<file path="src/rtl/minigpu_pkg.sv">
// rtl/minigpu_pkg.sv - shared state encodings and width constants for the dispatcher
package minigpu_pkg;

    localparam int TC_W = 8;

    typedef enum logic [1:0] {
        ST_IDLE = 2'd0,
        ST_RUN  = 2'd1,
        ST_DONE = 2'd2
    } state_t;

endpackage

</file>
<file path="src/rtl/free_core_picker.sv">
// rtl/free_core_picker.sv - lowest-index free-core priority encoder
//
// Ports:
//   busy  : per-core busy flags
//   found : at least one core is free
//   index : index of the lowest-numbered free core (0 when none)
module free_core_picker #(
    parameter int NUM_CORES = 2,
    parameter int IDX_W     = 1
) (
    input  logic [NUM_CORES-1:0] busy,
    output logic                 found,
    output logic [IDX_W-1:0]     index
);

    // Scan from the top down so the last hit, the lowest index, wins.
    always_comb begin
        found = 1'b0;
        index = '0;
        for (int i = NUM_CORES - 1; i >= 0; i--) begin
            if (!busy[i]) begin
                found = 1'b1;
                index = IDX_W'(i);
            end
        end
    end

endmodule

</file>
<file path="src/rtl/dispatcher.sv">
// rtl/dispatcher.sv - block dispatcher handing kernel thread blocks to compute cores
//
// Ports:
//   clk, reset         : clock, synchronous active-high reset
//   start              : launch request, honoured in IDLE or DONE
//   thread_count       : total kernel threads, latched on launch
//   core_done          : per-core completion level
//   core_start         : per-core one-cycle assignment pulse
//   core_block_id      : per-core block index, 8 bits per core
//   core_thread_count  : per-core active thread count, CTW bits per core
//   done               : kernel complete
module dispatcher
    import minigpu_pkg::*;
#(
    parameter int NUM_CORES         = 2,
    parameter int THREADS_PER_BLOCK = 4,
    localparam int CTW              = $clog2(THREADS_PER_BLOCK) + 1
) (
    input  logic                     clk,
    input  logic                     reset,
    input  logic                     start,
    input  logic [TC_W-1:0]          thread_count,
    input  logic [NUM_CORES-1:0]     core_done,
    output logic [NUM_CORES-1:0]     core_start,
    output logic [NUM_CORES*8-1:0]   core_block_id,
    output logic [NUM_CORES*CTW-1:0] core_thread_count,
    output logic                     done
);

    localparam int IDX_W = (NUM_CORES > 1) ? $clog2(NUM_CORES) : 1;
    localparam int LOG2  = $clog2(THREADS_PER_BLOCK);

    state_t                state;
    logic [TC_W-1:0]       tc_q;
    logic [7:0]            total_blocks;
    logic [7:0]            dispatched;
    logic [7:0]            completed;
    logic [NUM_CORES-1:0]  busy;

    logic                  pick_found;
    logic [IDX_W-1:0]      pick_idx;
    logic [NUM_CORES-1:0]  cmask;
    logic [NUM_CORES-1:0]  set_mask;
    logic [7:0]            ccount;
    logic [8:0]            tc_round;
    logic [7:0]            blocks_calc;
    logic [11:0]           base;
    logic [11:0]           rem;
    logic [CTW-1:0]        blk_cnt;

    free_core_picker #(
        .NUM_CORES (NUM_CORES),
        .IDX_W     (IDX_W)
    ) u_picker (
        .busy  (busy),
        .found (pick_found),
        .index (pick_idx)
    );

    always_comb begin
        // ceil(thread_count / TPB) without overflowing the 8-bit input.
        tc_round    = {1'b0, thread_count} + 9'(THREADS_PER_BLOCK - 1);
        blocks_calc = 8'(tc_round >> LOG2);

        // Completions only count for cores that actually hold a block.
        cmask  = core_done & busy;
        ccount = '0;
        for (int i = 0; i < NUM_CORES; i++) begin
            ccount = ccount + 8'(cmask[i]);
        end

        // Picker sees pre-edge busy, so a core finishing this cycle is not reused yet.
        set_mask = '0;
        if (state == ST_RUN && pick_found && dispatched < total_blocks) begin
            set_mask = NUM_CORES'(1) << pick_idx;
        end

        // Only the final block can be short.
        base = 12'(dispatched) * 12'(THREADS_PER_BLOCK);
        rem  = 12'(tc_q) - base;
        if (rem >= 12'(THREADS_PER_BLOCK)) begin
            blk_cnt = CTW'(THREADS_PER_BLOCK);
        end else begin
            blk_cnt = rem[CTW-1:0];
        end
    end

    always_ff @(posedge clk) begin
        if (reset) begin
            state             <= ST_IDLE;
            tc_q              <= '0;
            total_blocks      <= '0;
            dispatched        <= '0;
            completed         <= '0;
            busy              <= '0;
            core_start        <= '0;
            core_block_id     <= '0;
            core_thread_count <= '0;
            done              <= 1'b0;
        end else begin
            core_start <= set_mask;
            case (state)
                ST_IDLE, ST_DONE: begin
                    if (start) begin
                        tc_q         <= thread_count;
                        total_blocks <= blocks_calc;
                        dispatched   <= '0;
                        completed    <= '0;
                        busy         <= '0;
                        if (thread_count == '0) begin
                            state <= ST_DONE;
                            done  <= 1'b1;
                        end else begin
                            state <= ST_RUN;
                            done  <= 1'b0;
                        end
                    end
                end
                ST_RUN: begin
                    if (completed == total_blocks) begin
                        state <= ST_DONE;
                        done  <= 1'b1;
                    end else begin
                        busy      <= (busy & ~cmask) | set_mask;
                        completed <= completed + ccount;
                        if (set_mask != '0) begin
                            dispatched <= dispatched + 8'd1;
                        end
                        for (int i = 0; i < NUM_CORES; i++) begin
                            if (set_mask[i]) begin
                                core_block_id[8*i +: 8]         <= dispatched;
                                core_thread_count[CTW*i +: CTW] <= blk_cnt;
                            end
                        end
                    end
                end
                default: state <= ST_IDLE;
            endcase
        end
    end

endmodule
</file>
<file path="config.mk">
export PLATFORM = sky130hd
export DESIGN_NAME = dispatcher
export DESIGN_NICKNAME = d
export VERILOG_FILES = /design/src/rtl/minigpu_pkg.sv /design/src/rtl/free_core_picker.sv /design/src/rtl/dispatcher.sv
export SDC_FILE = /design/constraint.sdc
export NUM_CORES = 1
export LEC_CHECK = 0
export CORE_MARGIN = 2
export CORE_UTILIZATION = 60
export DETAILED_ROUTE_END_ITERATION = 12
export DONT_BUFFER_PORTS = 1
export PLACE_DENSITY = 0.85
export SYNTH_ARGS = -nofsm -noshare
export SYNTH_HDL_FRONTEND = slang
export SYNTH_SLANG_ARGS = --single-unit
export TNS_END_PERCENT = 100
</file>
<file path="constraint.sdc">
create_clock -name clk -period 4.2 [get_ports clk]
set_input_delay 1.26 -clock clk [delete_from_list [all_inputs] [get_ports clk]]
set_output_delay 1.26 -clock clk [all_outputs]
set_load 0.005 [all_outputs]
</file>
# After elaboration in Yosys (flattened, before gate mapping)

Cells that the tools add are included.
Widths: inputs -> output; s select.

Output and inout port bits: 25
Register bits after elaboration: 60
Word-level logic and storage cells: 68

Shifts and indexed selects: 1
Multiplexer cells: 22
$add $sub $neg: 5
Order comparisons: 2
Bitwise gates (word level): 5
Reductions and logical operators: 14
Equality and inequality tests: 7

Operators with widths:

| operator            | count |
|---|---|
| $mux 8              | 4 |
| $pmux 8 s2          | 2 |
| $ge 12x3->1 const B | 1 |
| $mux 2              | 6 |
| $reduce_and 3->1    | 4 |
| $sub 8x10->11       | 1 |
| $add 8x2->9 const B | 1 |
| $add 8x1->8 const B | 1 |
| $add 8x2->8         | 1 |
| $eq 8x7->1          | 1 |
| $logic_not 8->1     | 1 |
| $lt 8x7->1          | 1 |
| $pmux 2 s2          | 2 |
| $mux 1              | 6 |
| $and 2x2->2         | 2 |
| $ne 2x1->1 const B  | 2 |
| $ne 2x2->1 const B  | 2 |
| $reduce_and 2->1    | 2 |
| $reduce_and 4->1    | 1 |
| $reduce_bool 2->1   | 2 |
| $mux 3              | 1 |
| $add 1x1->2         | 1 |
| $eq 2x1->1 const B  | 1 |
| $eq 2x2->1 const B  | 1 |
| other kinds (8)     | 9 |

# Longest topological paths before layout

Gate-level depths: netlist (run 1).

Word-level depth: 9
Gate-level depth with buffers: 8
Gate-level depth less buffers: 8

# Modules after synthesis

A second synthesis (run 1) with hierarchy kept.

Cell total of the unflattened synthesis: 363
Area total of the unflattened synthesis: 3,081.7 um^2

Modules (own cells, without submodules):

| module           | cells each | sequential area each (um^2) | area an instance (um^2) | instances |
|---|---|---|---|---|
| dispatcher       | 361        | 1,201.2                     | 3,064.2                 | 1 |
| free_core_picker | 2          | 0.0                         | 17.5                    | 1 |

# Least setup slack after synthesis (run 1)

OpenSTA, ideal clock, no wires.

Kind: in2reg
Start: input core_done[0]
End: register completed[4]
Arrival: 2.353 ns
Required time: 4.081 ns
Stages on the path: 7
Buffers on the path: 0
Slack: 1.729 ns
Path through: and2_1 -> fa_1 -> ha_1 -> inv_1 -> a2111oi_1 -> xnor2_1 -> nor2_1

Longest elaborated chain between the ends: 5

RTL lines:

| what                   | line              | source |
|---|---|---|
| start: declaration     | dispatcher.sv:23  | `input logic [NUM_CORES-1:0] core_done,` |
| $and 2x2->2            | dispatcher.sv:66  | `cmask = core_done & busy;` |
| $add 1x1->2            | dispatcher.sv:69  | `ccount = ccount + 8'(cmask[i]);` |
| $add 8x2->8            | dispatcher.sv:125 | `completed <= completed + ccount;` |
| $mux 8                 | dispatcher.sv:120 | `if (completed == total_blocks) begin` |
| $pmux 8 s2             | dispatcher.sv:102 | `case (state)` |
| end signal: assignment | dispatcher.sv:125 |  |
| end: declaration       | dispatcher.sv:37  | `logic [7:0] completed;` |

No other way between the ends. The select of a mux whose other input is x is not followed.
A chain may end at the register's enable or synchronous reset.

# Worst setup path after layout (run 1)

Start: register dispatched[2]
End: register dispatched[4]

Longest elaborated chain between the ends: 6
Elaborated cells on any way between the ends: 10

RTL lines:

| what                              | line              | source |
|---|---|---|
| start: declaration                | dispatcher.sv:36  | `logic [7:0] dispatched;` |
| start signal: assignment          | dispatcher.sv:127 | `dispatched <= dispatched + 8'd1;` |
| $lt 8x7->1                        | dispatcher.sv:74  | `if (state == ST_RUN && pick_found && dispatched < total_blocks) begin` |
| $logic_and 1x1->1                 | dispatcher.sv:74  |  |
| $mux 2                            | dispatcher.sv:74  |  |
| $reduce_bool 2->1                 | dispatcher.sv:126 | `if (set_mask != '0) begin` |
| $ne 2x1->1 (no source line)       | -                 |  |
| $reduce_and 4->1 (no source line) | -                 |  |

Parallel ways exist; a longest one is shown, timed or not. The select of a mux whose other input is x is not followed.

==> results of run 1 <==
flip-flops by register name, summed over array words and instances (netlist names):
name and count:
core_thread_count 6, total_blocks 7, tc_q 8, completed 8, state 2, core_block_id 16, done 1, core_start 2
dispatched 8, busy 2
worst max-delay path: stages, from the launching register on:
cell     delay [ps]
dfxtp_1         490
ha_1            220
or3_1           110
a21oi_1         130
o31ai_4        1000
nor2_1          320
o41ai_2         430
worst max path at each step:
stage	to	slack, ps	cells past startpoint
2_1_floorplan	completed[4]$_SDFFE_PP0P_	1730	7
6_report	dispatched[4]$_SDFFE_PP0P_	1370	6
3_3_place_gp	completed[6]$_SDFFE_PP0P_	1550	4
5_1_grt	dispatched[4]$_SDFFE_PP0P_	1190	6
4_1_cts	dispatched[4]$_SDFFE_PP0P_	1430	7
3_5_place_dp	completed[7]$_SDFFE_PP0P_	1520	4
metal layers:
| layer | vias to the layer above | wire [µm] | share of wire | GRT usage |
|---|---|---|---|---|
| met2 | 130 | 3830 | 0.47 | 0.445 |
| met5 | - | 0 | 0 | 0 |
| met1 | 1368 | 3520 | 0.43 | 0.360 |
| li1 | 1359 | - | - | - |
| met3 | 22 | 660 | 0.081 | 0.0767 |
| met4 | 0 | 133 | 0.016 | 0.0860 |
layout by cell type (no fill, tap or decap), types with 9 or more instances in the layout:
master     n
inv_1     21
o31ai_1   17
nand3_1    9
xor2_1     9
a21oi_1   36
nand4_1   15
nand2_1   35
ha_1      14
dfxtp_1   60
clkbuf_8  12
nor2_1    18
cells by family after synthesis:
family	synth area share
simple gates	0.204
compound gates	0.253
flops	0.366
buf+inv	0.0651
fa+ha+maj	0.0655
xor+xnor	0.0373
mux	0.00914
power by group:
part / total (W) / switching, W / internal [W] / leakage [nW]
sequential: 0.000597 / 0.0000130 / 0.000584 / 0.486
combinational: 0.000181 / 0.000127 / 0.0000539 / 0.667
clock: 0.000610 / 0.000230 / 0.000381 / 0.122
layout make-up:
cell class / instances / area (µm²) / area share
clock buffers: 12 / 165 / 0.0471
clock inverters: 4 / 70.1 / 0.0200
inverters: 21 / 78.8 / 0.0225
well taps: 70 / 87.6 / 0.0250
multi-input cells: 263 / 1870 / 0.534
flip-flops and latches: 60 / 1200 / 0.343
repair buffers: 4 / 30.0 / 0.00857
through the flow:
step	instances	total power, W	area (µm²)	hold slack, ps	setup slack (ps)
after floorplan	371	0.000762	3290	436	1730
after global placement	418	0.000779	3270	442	1550
after detailed placement	418	0.000785	3270	451	1520
after CTS	434	0.00139	3510	460	1430
after global routing	434	0.00143	3510	481	1190
final	434	0.00139	3510	465	1370
==> run metrics, run 1 <==
status=finished clean; cell taking the most area after synthesis=dfxtp_1; critical path class=flop to flop; WP data required=4420 ps; R2R setup slack=1370 ps; Synth Register Bits=60; setup repair bufs after CTS=0; share of post-route cells with drive strength above 1=0.0934; vias in the first global route=2612; Tcrit/Tclk final=0.675; HP Class=flop to flop; cts-stage hold buffer count=0; final net count=388; Main synth FF type=dfxtp_1; CTS tree=built; EDFF count, synth=0; Crit. Startpoint=dispatched[2]$_SDFFE_PP0P_; Initial Util=0.631; Cell variety after synth=57; Max FO, Critical Path=28; hold path depth=1; IO Count=38; Yosys top cell area share=0.366; DR vias=2879; Pleak=1.28 nW; DRT Pass-1 Iters=6; Avg WL per Cell=18.8 µm; crit path launch type=flop; hold path endpoint=core_block_id[15]$_SDFFE_PP0P_; number of inserted diodes=0; most frequent cell after synthesis=dfxtp_1; Post-synth top cells=dfxtp_1 (60), a21oi_1 (36), nand2_1 (35); WL final=8150 µm; fillers=411; Post-Route Utilization=0.674; synthesized instance count=371; CTS root buffer=clkbuf_8; Resized cells post-CTS=0; Final setup viols=0; initial antenna violation count=0; clock-pin slew on the worst setup and hold paths=70 ps; worst slew pin tran=1160 ps; top post-synthesis cells by area=dfxtp_1 (37%), a21oi_1 (5.5%), ha_1 (5.3%); Max VDD drop=0.283 mV; routability congestion estimate=0.843; Final Max Slew Viols=0; Cell Pwr Density=396 nW/µm²; worst skew pair latency=340 ps; Rel. slew slack=0.227; Via density=6.63; row count=26; Die Y=78 µm; unrepaired setup endpoints after global routing=no; cts bufs inserted=9; Final Critical Period=2830 ps; skew final=4.78 ps; CTS Buffer Depth=2; Mapped Area=3290 µm²; largest net degree at the start of global routing=49; buffers added on ports=0; Antenna Nets Post-Route=0; Crit. End Element=flop; RR Endpoint=dispatched[4]$_SDFFE_PP0P_; # H-tree levels=3; remaining global-route overflow=0; Setup TNS=0 ps; Die Span X=78 µm; Avg Inst Size Synth=8.86 µm²; Global Route Usage Sum=0.276; Hold Vio Cnt, Final=0; FF-to-FF Start=dispatched[2]$_SDFFE_PP0P_; synth warn=0; async set-or-reset flop fraction in the synthesized netlist=0; area delta synth->final=6.70%; drc violations=0; clock sinks=60; arrival time at the worst endpoint=3060 ps; Fmax=353 MHz; net count after synthesis=400; R2R depth=6; drt initial violations=305; Max-Cap Viols=0; first-pass GRT wire length=13100 µm; hold_sp=core_block_id[15]$_SDFFE_PP0P_; Core Area=5200 µm²; HPWL after DPL=5400 µm; Seq/Total Area, Yosys=0.366; Die Area=6080 µm²
(Power assumes the default switching activity.)
==> run 2: changes to the inputs <==
==> constraint.sdc (replaced) <==
create_clock -name clk -period 2.8 [get_ports clk]
set_input_delay 0.84 -clock clk [delete_from_list [all_inputs] [get_ports clk]]
set_output_delay 0.84 -clock clk [all_outputs]
set_load 0.005 [all_outputs]
==> run 2 against run 1 <==
Compared with the run above: non-clock buffer count is 7 higher; largest power group is now sequential cells; combinational power up 53%; largest cell class unchanged; clock power grew 35%; critical endpoint is now core_thread_count[0]$_SDFFE_PP0P_.
==> run metrics, run 2 (same netlist as run 1, synthesis figures left out) <==
status=finished clean; DRT Pass-1 Iters=5; Crit. End Element=flop; final net count=395; skew final=8.06 ps; largest net degree at the start of global routing=49; switching power=0.000532 W; Hold Vio Cnt, Final=0; remaining global-route overflow=0; Crit-path slowest cell=dfxtp_1; Crit path buffers/inverters=0; IO Count=38; Setup TNS=0 ps; Via density=6.51; Global Route Usage Sum=0.270; Int Pwr=0.00146 W; Net Sw Frac=0.267; worst skew pair latency=340 ps; row count=26; Tcrit/Tclk final=0.884; HP Class=flop to flop; Core Area=5200 µm²; flip-flop and latch area=1200 µm²; CP top delay family=compound AO/OA/AOI/OAI gates; sequential power share=0.449; routability congestion estimate=0.911; # H-tree levels=3; CTS tree=built; commonest non-fill, non-tap cell in the layout=dfxtp_1; WL final=7780 µm; Pleak=1.30 nW; arrival time at the worst endpoint=2700 ps; worst slew pin tran=863 ps; clock-pin slew on the worst setup and hold paths=70 ps; Final Max Slew Viols=0; WP data required=3030 ps; HPWL after DPL=5420 µm; Initial Util=0.631; initial antenna violation count=0; CP cell instances=ha_1 -> or3_1 -> a21oi_1 -> o31a_4 -> nand2_4 -> o41ai_1; area of the multi-input gates=1870 µm²; max FFs per register=16; share of post-route cells with drive strength above 1=0.106; vias in the first global route=2700; CTS root buffer=clkbuf_8; Antenna Nets Post-Route=0; Final setup viols=0; Cell Pwr Density=565 nW/µm²; setup repair bufs after CTS=0; critical path class=flop to flop; number of inserted diodes=0; unrepaired setup endpoints after global routing=no; clock sinks=60; Largest Register=core_block_id; DR vias=2859; placed instance area=3320 µm²; area delta synth->final=7.50%; drt initial violations=259; power share of the combinational group=0.139; Total Power=0.00200 W; cts bufs inserted=9; cts-stage hold buffer count=0; CTS Buffer Depth=2; Rel. slew slack=0.425; crit path launch type=flop; Die Area=6080 µm²; DR WL met3=710 µm; met1 WL=3300 µm; Resized cells post-CTS=0; Max VDD drop=0.449 mV; Final Non-Filler Cells=439; Fmax=404 MHz; Die Span X=78 µm; first-pass GRT wire length=13000 µm; Worst path max stage delay=450 ps; DR WL met2=3630 µm; Final Critical Period=2480 ps; Die Y=78 µm; most frequent cells in the layout=dfxtp_1 (60), a21oi_1 (36), nand2_1 (35); clock share of power=0.413; placed cells=425; Max FO, Critical Path=22; drc violations=0; Place WS=389 ps; R2R setup slack=320 ps; buffers added on ports=0; finished layout cell area=3530 µm²; final setup margin=324 ps; fillers=422; Avg WL per Cell=17.7 µm; max layer used=met4; Max-Cap Viols=0
run 2: worst paths after layout:
path	endpoint	from	depth (start not counted)
worst min register to register	tc_q[2]$_SDFFE_PP0P_	tc_q[2]$_SDFFE_PP0P_	2
worst min-delay path	tc_q[2]$_SDFFE_PP0P_	tc_q[2]$_SDFFE_PP0P_	2
worst max-delay path	core_thread_count[0]$_SDFFE_PP0P_	dispatched[2]$_SDFFE_PP0P_	6
worst max register to register	core_thread_count[0]$_SDFFE_PP0P_	dispatched[2]$_SDFFE_PP0P_	6
run 2: worst register-to-register path: cells and delay by family (launching register included):
family | cells | cell delay (ps)
simple gates | 2 | 500
fa+ha+maj | 1 | 280
compound gates | 3 | 1130
flops | 1 | 450
run 2: area by class of cell:
cell class / count / share of cell area
Sequential cell: 60 / 0.340
Clock buffer: 13 / 0.0507
Multi-Input combinational cell: 263 / 0.530
Tap cell: 70 / 0.0248
Clock inverter: 1 / 0.00850
Timing Repair Buffer: 11 / 0.0234
Inverter: 21 / 0.0223
run 2: layer usage:
metal,GRT usage,up-vias
met2,0.420,144
met1,0.353,1325
li1,-,1372
met4,0.0912,0
met3,0.0907,18
met5,0,-
run 2: power by group through the flow:
stage	clock [W]	sequential [W]	combinational, W
2_1_floorplan	0	0.000908	0.000235
3_3_place_gp	0	0.000913	0.000266
3_5_place_dp	0	0.000915	0.000272
4_1_cts	0.000828	0.000896	0.000274
5_1_grt	0.000866	0.000897	0.000305
6_report	0.000824	0.000896	0.000277
run 2: through the flow:
stage | util | hold slack, ps
4_1_cts | 0.679 | 451
3_3_place_gp | 0.638 | 439
3_5_place_dp | 0.638 | 443
6_report | 0.679 | 450
5_1_grt | 0.679 | 481
2_1_floorplan | - | 436
==> run 3: changes to the inputs <==
==> constraint.sdc (replaced) <==
create_clock -name clk -period 2.8 [get_ports clk]
set_input_delay 0.56 -clock clk [delete_from_list [all_inputs] [get_ports clk]]
set_output_delay 0.56 -clock clk [all_outputs]
set_load 0.005 [all_outputs]
==> run 3 against run 2 <==
Compared with the run above: clock skew about the same; hold slack got worse by 180 ps; largest cell class unchanged; core utilization grew 0.17 points; final area grew 0.25%; sequential share of layout area fell by 0.084 points; first-iteration DRC count fell by 24%; via count increased by 0.17%; fmax about the same; combinational power rose by 3%.
==> run metrics, run 3 (same netlist as run 1, synthesis figures left out) <==
clock share of power=0.404; Hold Vio Cnt, Final=0; Crit-path slowest cell=o41ai_1; Die Y=78 µm; Max VDD drop=0.472 mV; HPWL after DPL=5630 µm; RR Endpoint=core_thread_count[0]$_SDFFE_PP0P_; Setup TNS=0 ps; cts-stage hold buffer count=0; power share of the combinational group=0.144; initial antenna violation count=0; hold path depth=1; largest net degree at the start of global routing=49; clock-pin slew on the worst setup and hold paths=70 ps; Resized cells post-CTS=0; crit path launch type=flop; most frequent cells in the layout=dfxtp_1 (60), a21oi_1 (36), nand2_1 (35); critical path class=flop to flop; Avg WL per Cell=18.2 µm; Pleak=1.30 nW; final net count=397; FF-to-FF Start=tc_q[2]$_SDFFE_PP0P_; area delta synth->final=7.77%; share of post-route cells with drive strength above 1=0.113; Die Area=6080 µm²; DR vias=2864; Int Pwr=0.00143 W; Net Sw Frac=0.281; Final Max Slew Viols=0; Die Span X=78 µm; routability congestion estimate=0.876; CTS root buffer=clkbuf_8; first-pass GRT wire length=13100 µm; Rel. slew slack=0.411; row count=26; Final Critical Period=2480 ps; DRT Pass-1 Iters=5; R2R depth=8; WL final=8060 µm; worst slew pin tran=884 ps; # H-tree levels=3; Initial Util=0.631; vias in the first global route=2781; IO Count=38; Core Area=5200 µm²; HP Class=input pin to flop; Crit. End Element=flop; fillers=407; CTS Buffer Depth=2; Cell Pwr Density=560 nW/µm²; CTS tree=built; placed cells=427; status=finished clean; buffers added on ports=0; arrival time at the worst endpoint=2710 ps; switching power=0.000558 W; sequential power share=0.452; Fmax=404 MHz; setup repair bufs after CTS=0; hold path endpoint=core_block_id[11]$_SDFFE_PP0P_; Worst path max stage delay=440 ps; drt initial violations=197; skew final=7.96 ps; unrepaired setup endpoints after global routing=no; Final setup viols=0; number of inserted diodes=0; CP cell instances=inv_1 -> ha_1 -> fa_1 -> nand2b_1 -> a21oi_1 -> mux2i_1 -> o211ai_1 -> o41ai_1; clock sinks=60; drc violations=0; commonest non-fill, non-tap cell in the layout=dfxtp_1; Via density=6.47; cts bufs inserted=9; Tcrit/Tclk final=0.885; max FFs per register=16; Largest Register=core_block_id; Global Route Usage Sum=0.277; R2R setup slack=320 ps; remaining global-route overflow=0; Max FO, Critical Path=6; Antenna Nets Post-Route=0; Final Non-Filler Cells=443; worst skew pair latency=350 ps; WP data required=3030 ps; Max-Cap Viols=0; hold_sp=reset
run 3: worst max path at each step:
stage,from,to,cells after the start
after floorplan,total_blocks[2]$_SDFFE_PP0P_,core_block_id[10]$_SDFFE_PP0P_,8
after global placement,total_blocks[2]$_SDFFE_PP0P_,core_thread_count[2]$_SDFFE_PP0P_,7
after detailed placement,total_blocks[2]$_SDFFE_PP0P_,core_thread_count[4]$_SDFFE_PP0P_,7
after CTS,total_blocks[2]$_SDFFE_PP0P_,core_thread_count[4]$_SDFFE_PP0P_,7
after global routing,total_blocks[2]$_SDFFE_PP0P_,core_thread_count[4]$_SDFFE_PP0P_,7
final,tc_q[2]$_SDFFE_PP0P_,core_thread_count[0]$_SDFFE_PP0P_,8
run 3: area by class of cell:
type / count / area (µm²) / area share
clock buffer: 12 / 155 / 0.0438
clock inverter: 4 / 47.5 / 0.0134
inverter: 21 / 78.8 / 0.0223
multi-input combinational: 263 / 1870 / 0.529
sequential: 60 / 1200 / 0.339
tap: 70 / 87.6 / 0.0247
timing repair buffer: 13 / 97.6 / 0.0276
run 3: power groups by stage:
stage / Combinational (W) / Clock (W) / Sequential (W)
6_report: 0.000286 / 0.000802 / 0.000895
3_5_place_dp: 0.000281 / 0 / 0.000914
4_1_cts: 0.000282 / 0.000810 / 0.000895
5_1_grt: 0.000310 / 0.000838 / 0.000897
2_1_floorplan: 0.000235 / 0 / 0.000908
3_3_place_gp: 0.000270 / 0 / 0.000913
run 3: worst max-delay path: cells and delay by family (launching register included):
| kind | cells | cell delay (ps) |
|---|---|---|
| mux | 1 | 240 |
| simple gates | 1 | 160 |
| buf+inv | 1 | 50 |
| compound gates | 3 | 940 |
| flops | 1 | 330 |
| fa+ha+maj | 2 | 630 |
run 3: layer usage:
layer  GRT usage  vias to the layer above  wire length, µm  part of all wire
met5           0                        -                0                 0
met4       0.144                        0              118             0.015
met3      0.0640                       10              622             0.077
met2       0.434                      112             3840              0.48
met1       0.355                     1365             3480              0.43
li1            -                     1377                -                 -
run 3: per-stage QoR:
step           hold slack, ps  area (µm²)  setup slack (ps)  total power [W]  utilization
2_1_floorplan             436        3290               743          0.00114            -
3_3_place_gp              444        3340               527          0.00118        0.641
4_1_cts                   270        3540               322          0.00199        0.680
6_report                  271        3540               322          0.00198        0.680
5_1_grt                   263        3540               171          0.00204        0.680
3_5_place_dp              445        3340               361          0.00119        0.641
